**config.mk**
```make
export PLATFORM = sky130hd
export DESIGN_NAME = clock_set_ctrl
export DESIGN_NICKNAME = d
export VERILOG_FILES = /design/src/rtl/clock_set_ctrl_pkg.sv /design/src/rtl/clock_set_ctrl_btn_edge_sync.sv /design/src/rtl/clock_set_ctrl.sv
export SDC_FILE = /design/constraint.sdc
export NUM_CORES = 1
export LEC_CHECK = 0
export CAP_MARGIN = 20
export CORE_MARGIN = 2
export CORE_UTILIZATION = 51
export DETAILED_ROUTE_END_ITERATION = 7
export GPL_ROUTABILITY_DRIVEN = 0
export GPL_TIMING_DRIVEN = 1
export MAX_ROUTING_LAYER = met4
export PLACE_DENSITY_LB_ADDON = 0.25
export SETUP_SLACK_MARGIN = 0.1
export SLEW_MARGIN = 10
export SYNTH_ARGS = -nofsm -noshare
export SYNTH_HDL_FRONTEND = slang
export SYNTH_SLANG_ARGS = --single-unit
```
**constraint.sdc**
```tcl
create_clock -name inclk_i -period 1.5 [get_ports inclk_i]
set_input_delay 0.3 -clock inclk_i [delete_from_list [all_inputs] [get_ports inclk_i]]
set_output_delay 0.3 -clock inclk_i [all_outputs]
set_load 0.1 [all_outputs]
```
**src/rtl/clock_set_ctrl_pkg.sv**
```systemverilog
// Shared state codes and widths for the clock time-setting controller,
// also used by the display mux and the clock top level.
package clock_set_ctrl_pkg;

  localparam int MODE_W = 2;

  typedef enum logic [MODE_W-1:0] {
    ST_RUN      = 2'b00,
    ST_SET_HOUR = 2'b01,
    ST_SET_MIN  = 2'b10
  } state_e;

  function automatic logic is_set_state(input state_e s);
    return s != ST_RUN;
  endfunction

endpackage

```
**src/rtl/clock_set_ctrl_btn_edge_sync.sv**
```systemverilog
// Two-flop synchroniser for a debounced push-button plus rising-edge detect.
// A press sampled at edge k shows rise_o between edges k+1 and k+2.
module clock_set_ctrl_btn_edge_sync (
  input  logic clk_i,
  input  logic rst_i,
  input  logic btn_i,
  output logic level_o,
  output logic rise_o
);

  logic meta_q;
  logic sync_q;
  logic prev_q;

  always_ff @(posedge clk_i) begin
    if (rst_i) begin
      meta_q <= 1'b0;
      sync_q <= 1'b0;
      prev_q <= 1'b0;
    end else begin
      meta_q <= btn_i;
      sync_q <= meta_q;
      prev_q <= sync_q;
    end
  end

  // prev_q clears on reset, so a button held through reset reads as a new press
  assign level_o = sync_q;
  assign rise_o  = sync_q & ~prev_q;

endmodule

```
**src/rtl/clock_set_ctrl.sv**
```systemverilog
// Time-setting controller: MODE/INC button FSM that gates seconds counting and
// issues increment/clear pulses and digit-blink enables to the BCD time counters.
//
//   state       | meaning
//   ST_RUN      | normal timekeeping, seconds advance, INC ignored
//   ST_SET_HOUR | hour digits blink, INC (and auto-repeat) bumps hours
//   ST_SET_MIN  | minute digits blink, INC (and auto-repeat) bumps minutes
module clock_set_ctrl
  import clock_set_ctrl_pkg::*;
#(
  parameter int unsigned REPEAT_DLY    = 50,
  parameter int unsigned REPEAT_PER    = 10,
  parameter int unsigned TIMEOUT_TICKS = 3000,
  parameter int unsigned BLINK_HALF    = 50
) (
  input  logic              inclk_i,
  input  logic              rst_i,
  input  logic              tick_100hz_i,
  input  logic              btn_mode_i,
  input  logic              btn_inc_i,
  output logic              run_en_o,
  output logic              inc_hour_o,
  output logic              inc_min_o,
  output logic              clr_sec_o,
  output logic              blink_hour_o,
  output logic              blink_min_o,
  output logic [MODE_W-1:0] mode_o
);

  localparam int unsigned REP_W = $clog2(REPEAT_DLY + 1);
  localparam int unsigned TO_W  = $clog2(TIMEOUT_TICKS + 1);
  localparam int unsigned BL_W  = $clog2(BLINK_HALF + 1);

  localparam logic [REP_W-1:0] REP_TC     = REP_W'(REPEAT_DLY - 1);
  localparam logic [REP_W-1:0] REP_RELOAD = REP_W'(REPEAT_DLY - REPEAT_PER);
  localparam logic [TO_W-1:0]  TO_TC      = TO_W'(TIMEOUT_TICKS - 1);
  localparam logic [BL_W-1:0]  BL_TC      = BL_W'(BLINK_HALF - 1);

  state_e state_q, state_d;

  logic mode_rise, mode_level_unused;
  logic inc_rise, inc_level;
  logic in_set, state_chg, btn_evt, rep_fire, to_hit;

  logic [REP_W-1:0] rep_cnt_q, rep_cnt_d;
  logic [TO_W-1:0]  to_cnt_q, to_cnt_d;
  logic [BL_W-1:0]  bl_cnt_q, bl_cnt_d;
  logic             phase_q, phase_d;

  logic run_en_q, run_en_d;
  logic inc_hour_q, inc_hour_d;
  logic inc_min_q, inc_min_d;
  logic clr_sec_q, clr_sec_d;
  logic blink_hour_q, blink_hour_d;
  logic blink_min_q, blink_min_d;

  clock_set_ctrl_btn_edge_sync u_sync_mode (
    .clk_i   (inclk_i),
    .rst_i   (rst_i),
    .btn_i   (btn_mode_i),
    .level_o (mode_level_unused),
    .rise_o  (mode_rise)
  );

  clock_set_ctrl_btn_edge_sync u_sync_inc (
    .clk_i   (inclk_i),
    .rst_i   (rst_i),
    .btn_i   (btn_inc_i),
    .level_o (inc_level),
    .rise_o  (inc_rise)
  );

  assign in_set   = is_set_state(state_q);
  assign btn_evt  = mode_rise | inc_rise;
  // MODE edge wins over any INC activity in the same cycle
  assign rep_fire = in_set & inc_level & tick_100hz_i & ~mode_rise & (rep_cnt_q == REP_TC);
  assign to_hit   = in_set & tick_100hz_i & ~btn_evt & ~rep_fire & (to_cnt_q == TO_TC);

  always_ff @(posedge inclk_i) begin
    if (rst_i) begin
      state_q <= ST_RUN;
    end else begin
      state_q <= state_d;
    end
  end

  always_comb begin
    state_d = state_q;
    case (state_q)
      ST_RUN:      if (mode_rise) state_d = ST_SET_HOUR;
      ST_SET_HOUR: begin
        if (mode_rise)   state_d = ST_SET_MIN;
        else if (to_hit) state_d = ST_RUN;
      end
      ST_SET_MIN:  if (mode_rise || to_hit) state_d = ST_RUN;
      default:     state_d = ST_RUN;
    endcase
  end

  assign state_chg = (state_d != state_q);

  always_comb begin
    run_en_d   = (state_d == ST_RUN);
    inc_hour_d = (state_q == ST_SET_HOUR) & ~mode_rise & (inc_rise | rep_fire);
    inc_min_d  = (state_q == ST_SET_MIN)  & ~mode_rise & (inc_rise | rep_fire);
    // only a MODE-driven exit restarts the seconds; a timeout leaves them alone
    clr_sec_d  = (state_q == ST_SET_MIN)  & mode_rise;

    rep_cnt_d = rep_cnt_q;
    if (!in_set || !inc_level || mode_rise || state_chg) rep_cnt_d = '0;
    else if (rep_fire)                                   rep_cnt_d = REP_RELOAD;
    else if (tick_100hz_i)                               rep_cnt_d = rep_cnt_q + 1'b1;

    to_cnt_d = to_cnt_q;
    if (!in_set || state_chg || btn_evt || rep_fire) to_cnt_d = '0;
    else if (tick_100hz_i)                           to_cnt_d = to_cnt_q + 1'b1;

    bl_cnt_d = bl_cnt_q;
    phase_d  = phase_q;
    if (!in_set || state_chg || inc_hour_d || inc_min_d) begin
      bl_cnt_d = '0;
      phase_d  = 1'b0;
    end else if (tick_100hz_i) begin
      if (bl_cnt_q == BL_TC) begin
        bl_cnt_d = '0;
        phase_d  = ~phase_q;
      end else begin
        bl_cnt_d = bl_cnt_q + 1'b1;
      end
    end

    blink_hour_d = (state_d == ST_SET_HOUR) & phase_d;
    blink_min_d  = (state_d == ST_SET_MIN)  & phase_d;
  end

  always_ff @(posedge inclk_i) begin
    if (rst_i) begin
      rep_cnt_q    <= '0;
      to_cnt_q     <= '0;
      bl_cnt_q     <= '0;
      phase_q      <= 1'b0;
      run_en_q     <= 1'b1;
      inc_hour_q   <= 1'b0;
      inc_min_q    <= 1'b0;
      clr_sec_q    <= 1'b0;
      blink_hour_q <= 1'b0;
      blink_min_q  <= 1'b0;
    end else begin
      rep_cnt_q    <= rep_cnt_d;
      to_cnt_q     <= to_cnt_d;
      bl_cnt_q     <= bl_cnt_d;
      phase_q      <= phase_d;
      run_en_q     <= run_en_d;
      inc_hour_q   <= inc_hour_d;
      inc_min_q    <= inc_min_d;
      clr_sec_q    <= clr_sec_d;
      blink_hour_q <= blink_hour_d;
      blink_min_q  <= blink_min_d;
    end
  end

  assign run_en_o     = run_en_q;
  assign inc_hour_o   = inc_hour_q;
  assign inc_min_o    = inc_min_q;
  assign clr_sec_o    = clr_sec_q;
  assign blink_hour_o = blink_hour_q;
  assign blink_min_o  = blink_min_q;
  assign mode_o       = state_q;

endmodule

```
==> metrics, run 1 <==
status=finished with violations; violated checks=setup timing; Via density=5.15; WHS Endpoint=u_sync_mode.level_o$_SDFF_PP0_; top cell type by total area after synthesis=dfxtp_1; WHS Path Cells=1; 1st-iter DRT viols=110; WL final=3.92 mm; CP max FO=10; final instance area=0.00238 mm^2; Syn Area/Cell=8.99 um^2; R2R Path End=phase_q$_SDFF_PP0_; initial antenna violation count=0; r2r setup slk=-170 ps; FP Rows=20; # nets final=249; DRC=0; H-tree depth=2; #FFs+latches synth=39; cells along the critical path=nor2b_4 -> or3_4 -> or3_4 -> nand3b_4 -> clkbuf_16 -> nor2_1; reg2reg path depth=6; Mapped Area=0.00167 mm^2; most common cell after layout, fill and taps aside=buf_4; maxcap violations=0; Synth area leaders=dfxtp_1 (47%), nor2_1 (8.8%), xor2_1 (5.8%); Max Freq=599 MHz; total CTS buffers=5; Final Non-Filler Cells=283; vias in the first global route=1413; Pwr Density=740 mW/mm^2; hold path startpoint=u_sync_mode.meta_q$_SDFF_PP0_; Syn Nets=196; die area=0.00375 mm^2; leak pwr=0.891 nW; Placed Cells=272; crit path DAT=1910 ps; Setup violations, final=29; DP Worst Slack=-435 ps; Routed WL per cell=13.9 um; PortBufs=12; n_diodes=0; minimum clock period=1670 ps; post-layout util=0.772; Syn-to-layout area delta=42.2%; share of layout cells above drive strength 1=0.331; setup TNS=-3930 ps; final hold violations=0; # hold bufs at CTS=0; reg-to-reg startpoint=u_sync_mode.level_o$_SDFF_PP0_; Setup crit start kind=register; Core ar.=0.00308 mm^2; Post-DRT Antenna Nets=0; maximum vdd drop=0.000439 V; Post-Place Cell Area=0.00219 mm^2; Worst-Margin Slew=417 ps; count of cell types in the netlist=35; hold crit path type=reg2reg; root buf cell=clkbuf_4; total gr overflow=0; Setup WS post-layout=-169 ps; number of I/O pins=13; global-route wire length before repair=6.07 mm; filler cell count in the final layout=200; Starting Density=0.543; CTS Sinks=39; height of the die=61.3 um; share of the synthesized area in the top cell type=0.467; CP most frequent cell=or3_4; clock buffer depth=2; Seq/Total Area, Yosys=0.467; CP max-delay cell=or3_4; CP peak stage delay=400 ps; Total GRT Usage=0.236; Post-DP HPWL=2.72 mm; Req. time, crit path=1740 ps; via count=1458; worst setup path class=reg2reg; Final Cycle Share=1.11; Chip Width=61.3 um; largest net degree at the start of global routing=21; fin. max-slew vios=0; Pre-antenna DRT Iters=4; Setup Skew=9.87 ps; RSZ-0062 raised after global routing=true; clock slew at reported path FFs=110 ps; Worst slew margin=0.720; TritonCTS clock tree=built; YS warnings=0; cells after synthesis=186; Clock Latency Late Sink=360 ps; CP Capture Type=register; most frequent cells in the layout=buf_4 (37), nor2_1 (34), dfxtp_1 (33)
==> report_power, final <==
part | internal (mW) | switching [mW] | total, mW
logic | 0.0738 | 0.0778 | 0.152
registers | 1.04 | 0.00692 | 1.05
clock network | 0.217 | 0.339 | 0.556
==> sequential cells by signal, indices dropped and copies added (netlist names), 2 cells and up <==
signal	flops
to_cnt_q	12
bl_cnt_q	6
rep_cnt_q	6
mode_o	2
==> cell usage after synthesis (all sizes together) <==
master,instances
dfxtp,39
nor2,39
nand2,16
xor2,11
xnor2,9
nand4,8
nor2b,8
nor3,8
nand3,6
ha,5
buf,4
nand2b,4
o21ai,4
a21oi,3
inv,3
mux2i,3
nor4b,2
or3,2
a211oi,1
and2,1
and3,1
clkbuf,1
nand3b,1
nand4b,1
nand4bb,1
nor4,1
o211ai,1
o21ba,1
o21bai,1
or3b,1
==> per-stage QoR <==
stage                     total power, mW  hold WS (ps)
after floorplan                      1.15           414
after global placement               1.21           426
after detailed placement             1.21           442
after CTS                            1.76           452
after global routing                 1.82           457
final                                1.76           453
==> final cells by class <==
class,instances,area (um^2),area share
multi-input combinational,139,938,0.395
sequential,39,793,0.334
timing repair buffer,51,523,0.220
tap,44,55.1,0.0232
clock buffer,6,51.3,0.0216
inverter,3,11.3,0.00474
clock inverter,1,5.00,0.00211
==> timing repair <==
action                     4_1_cts  5_1_grt
buffers inserted                 2        1
pin swaps                        5        1
setup endpoints to repair       30       30
resized for setup               11        9
gates cloned                     0        1
==> how the worst max path moves through the flow <==
| stage | cells after the start | slack (ps) | from | end |
|---|---|---|---|---|
| floorplan | 5 | -250 | mode_o[0]$_SDFF_PP0_ | rep_cnt_q[1]$_SDFFE_PP0P_ |
| global placement | 6 | -410 | tick_100hz_i | blink_hour_o$_SDFF_PP0_ |
| detailed placement | 6 | -440 | tick_100hz_i | blink_hour_o$_SDFF_PP0_ |
| CTS | 6 | -140 | to_cnt_q[3]$_SDFFE_PP0P_ | blink_min_o$_SDFF_PP0_ |
| global route | 6 | -210 | to_cnt_q[10]$_SDFFE_PP0P_ | to_cnt_q[4]$_SDFFE_PP0P_ |
| finish | 6 | -170 | u_sync_mode.level_o$_SDFF_PP0_ | phase_q$_SDFF_PP0_ |
==> worst max-delay path: cells and delay by family, from the launching register on <==
family        cells  cell delay [ps]
simple gates      5             1050
flops             1              340
buf+inv           1              160
==> cells by family (layout without fill, tap and decap cells) <==
family | after synthesis | count (layout) | share of synthesized area
multiplexers | 3 | 3 | 0.0180
adder cells (fa/ha/maj) | 5 | 5 | 0.0374
buffers and inverters | 8 | 61 | 0.0277
AO/OA/AOI/OAI | 11 | 11 | 0.0404
AND/OR/NAND/NOR | 100 | 100 | 0.305
XOR/XNOR | 20 | 20 | 0.105
flip-flops | 39 | 39 | 0.467
==> routing by layer <==
metal	routed length, um	share of wire	up-vias	GRT usage
met5	0	0	-	-
met4	83	0.021	0	0.121
met3	148	0.038	9	0.0924
met2	2050	0.52	35	0.391
met1	1640	0.42	684	0.242
li1	-	-	730	-
Power figures use the tool's default switching activity.
==> run 2, diff against run 1 <==
CORE_UTILIZATION = 56   (was 51)
PLACE_DENSITY = 0.83   (was unset)
PLACE_DENSITY_LB_ADDON = unset   (was 0.25)
clock period = 1.8 ns   (was 1.5 ns; I/O delays follow)
==> run 2 against run 1 <==
  * The flow finishes with violations (DRC)
  * Via count shrank 5.1%
  * Fmax down 4.1%
  * Non-clock buffer count decreased by 23
  * Combinational power decreased by 21%
  * Largest cell class unchanged
  * Critical path type unchanged
  * Global-route usage increased by 0.72 points
  * Highest routed layer unchanged
==> metrics, run 2 (synthesis gave the netlist of run 1 again) <==
status=finished with violations; violated checks=DRC; Setup violations, final=0; WL final=3.57 mm; n_diodes=0; H-tree depth=2; Final Cycle Share=0.967; CP max-delay cell=or3_4; Syn-to-layout area delta=30.1%; top flop regs=to_cnt_q: 12 flops, bl_cnt_q: 6 flops, rep_cnt_q: 6 flops; Largest delay share family, worst path=simple AND/OR/NAND/NOR gates; TritonCTS clock tree=built; fin. max-slew vios=0; Largest register FFs=12; 1st-iter DRT viols=38; Max Freq=575 MHz; die area=0.00344 mm^2; leak pwr=0.779 nW; # nets final=226; RSZ-0062 raised after global routing=true; Post-DRT Antenna Nets=0; Total GRT Usage=0.243; reg-to-reg startpoint=to_cnt_q[6]$_SDFFE_PP0P_; post-layout util=0.775; DP Worst Slack=-113 ps; vias in the first global route=1342; total gr overflow=0; most common cell after layout, fill and taps aside=nor2_1; largest register by flop count=to_cnt_q; Placed Cells=236; root buf cell=clkbuf_4; maxcap violations=0; CP peak stage delay=460 ps; Chip Width=58.6 um; maximum vdd drop=0.000515 V; Core ar.=0.00281 mm^2; height of the die=58.6 um; CP Capture Type=register; final hold violations=0; via count=1384; # hold bufs at CTS=0; crit path DAT=1970 ps; clock slew at reported path FFs=110 ps; r2r setup slk=60 ps; Starting Density=0.596; DRC=1; FP Rows=19; Worst slew margin=0.752; minimum clock period=1740 ps; Setup WS post-layout=59.5 ps; PortBufs=12; hold crit path type=reg2reg; largest net degree at the start of global routing=13; Routed WL per cell=14.4 um; Clock Latency Late Sink=350 ps; cells along the critical path=nor4b_4 -> nand4_1 -> or3_4 -> nand3b_4 -> buf_12 -> nor3_1; share of layout cells above drive strength 1=0.249; Req. time, crit path=2030 ps; CP max FO=10; CTS Sinks=39; Setup crit start=to_cnt_q[6]$_SDFFE_PP0P_; Pwr Density=655 mW/mm^2; hold path startpoint=u_sync_mode.meta_q$_SDFF_PP0_; Post-DP HPWL=2.61 mm; Pre-antenna DRT Iters=6; global-route wire length before repair=6.02 mm; total CTS buffers=5; Final Non-Filler Cells=248; Worst-Margin Slew=370 ps; most frequent cells in the layout=nor2_1 (36), dfxtp_1 (30), nand2_1 (16); Setup crit start kind=register; Setup Skew=11.0 ps; Via density=5.58; clock buffer depth=2; number of I/O pins=13; Worst Hold Margin=455 ps; Bufs and invs on worst path=1; worst setup path class=reg2reg; initial antenna violation count=0
## run 2: stage by stage
stage	area [um^2]	setup TNS [ps]	power (mW)
floorplan	1700	0	0.961
global placement	2020	-143	1.00
detailed placement	2020	-1440	1.01
CTS	2150	0	1.43
global route	2170	-2.39	1.48
finish	2170	0	1.42
## run 2: cell type report
type | count | area (um^2)
clock buffer | 5 | 37.5
clock inverter | 3 | 15.0
fill | 176 | 631
inverter | 3 | 11.3
multi-input combinational | 139 | 907
sequential | 39 | 800
tap | 31 | 38.8
timing repair buffer | 28 | 365
## run 2: path summary, 6_finish.rpt
check | to | cells past startpoint
max | blink_min_o$_SDFF_PP0_ | 6
max reg2reg | blink_min_o$_SDFF_PP0_ | 6
min | u_sync_mode.level_o$_SDFF_PP0_ | 1
min reg2reg | u_sync_mode.level_o$_SDFF_PP0_ | 1
## run 2: timing repair
| item | in CTS | in global routing |
|---|---|---|
| setup buffers | 2 | 1 |
| pin swaps | 4 | 5 |
| gates cloned | 1 | 0 |
| gates resized for setup | 11 | 5 |
| endpoints found under the setup margin | 27 | 27 |
## run 2: power breakdown
group	total [mW]	switching (mW)	leakage, nW	internal [mW]
Clock	0.427	0.281	0.0347	0.145
Sequential	0.878	0.00896	0.321	0.869
Combinational	0.120	0.0604	0.424	0.0593
Total	1.42	0.351	0.779	1.07
## run 2: routing by layer
metal,global-route usage,wire length (um),vias up,share of wire
li1,-,-,685,-
met1,0.287,1490,669,0.42
met2,0.390,1860,23,0.52
met3,0.0659,140,7,0.039
met4,0.107,71,0,0.020
met5,-,0,-,0
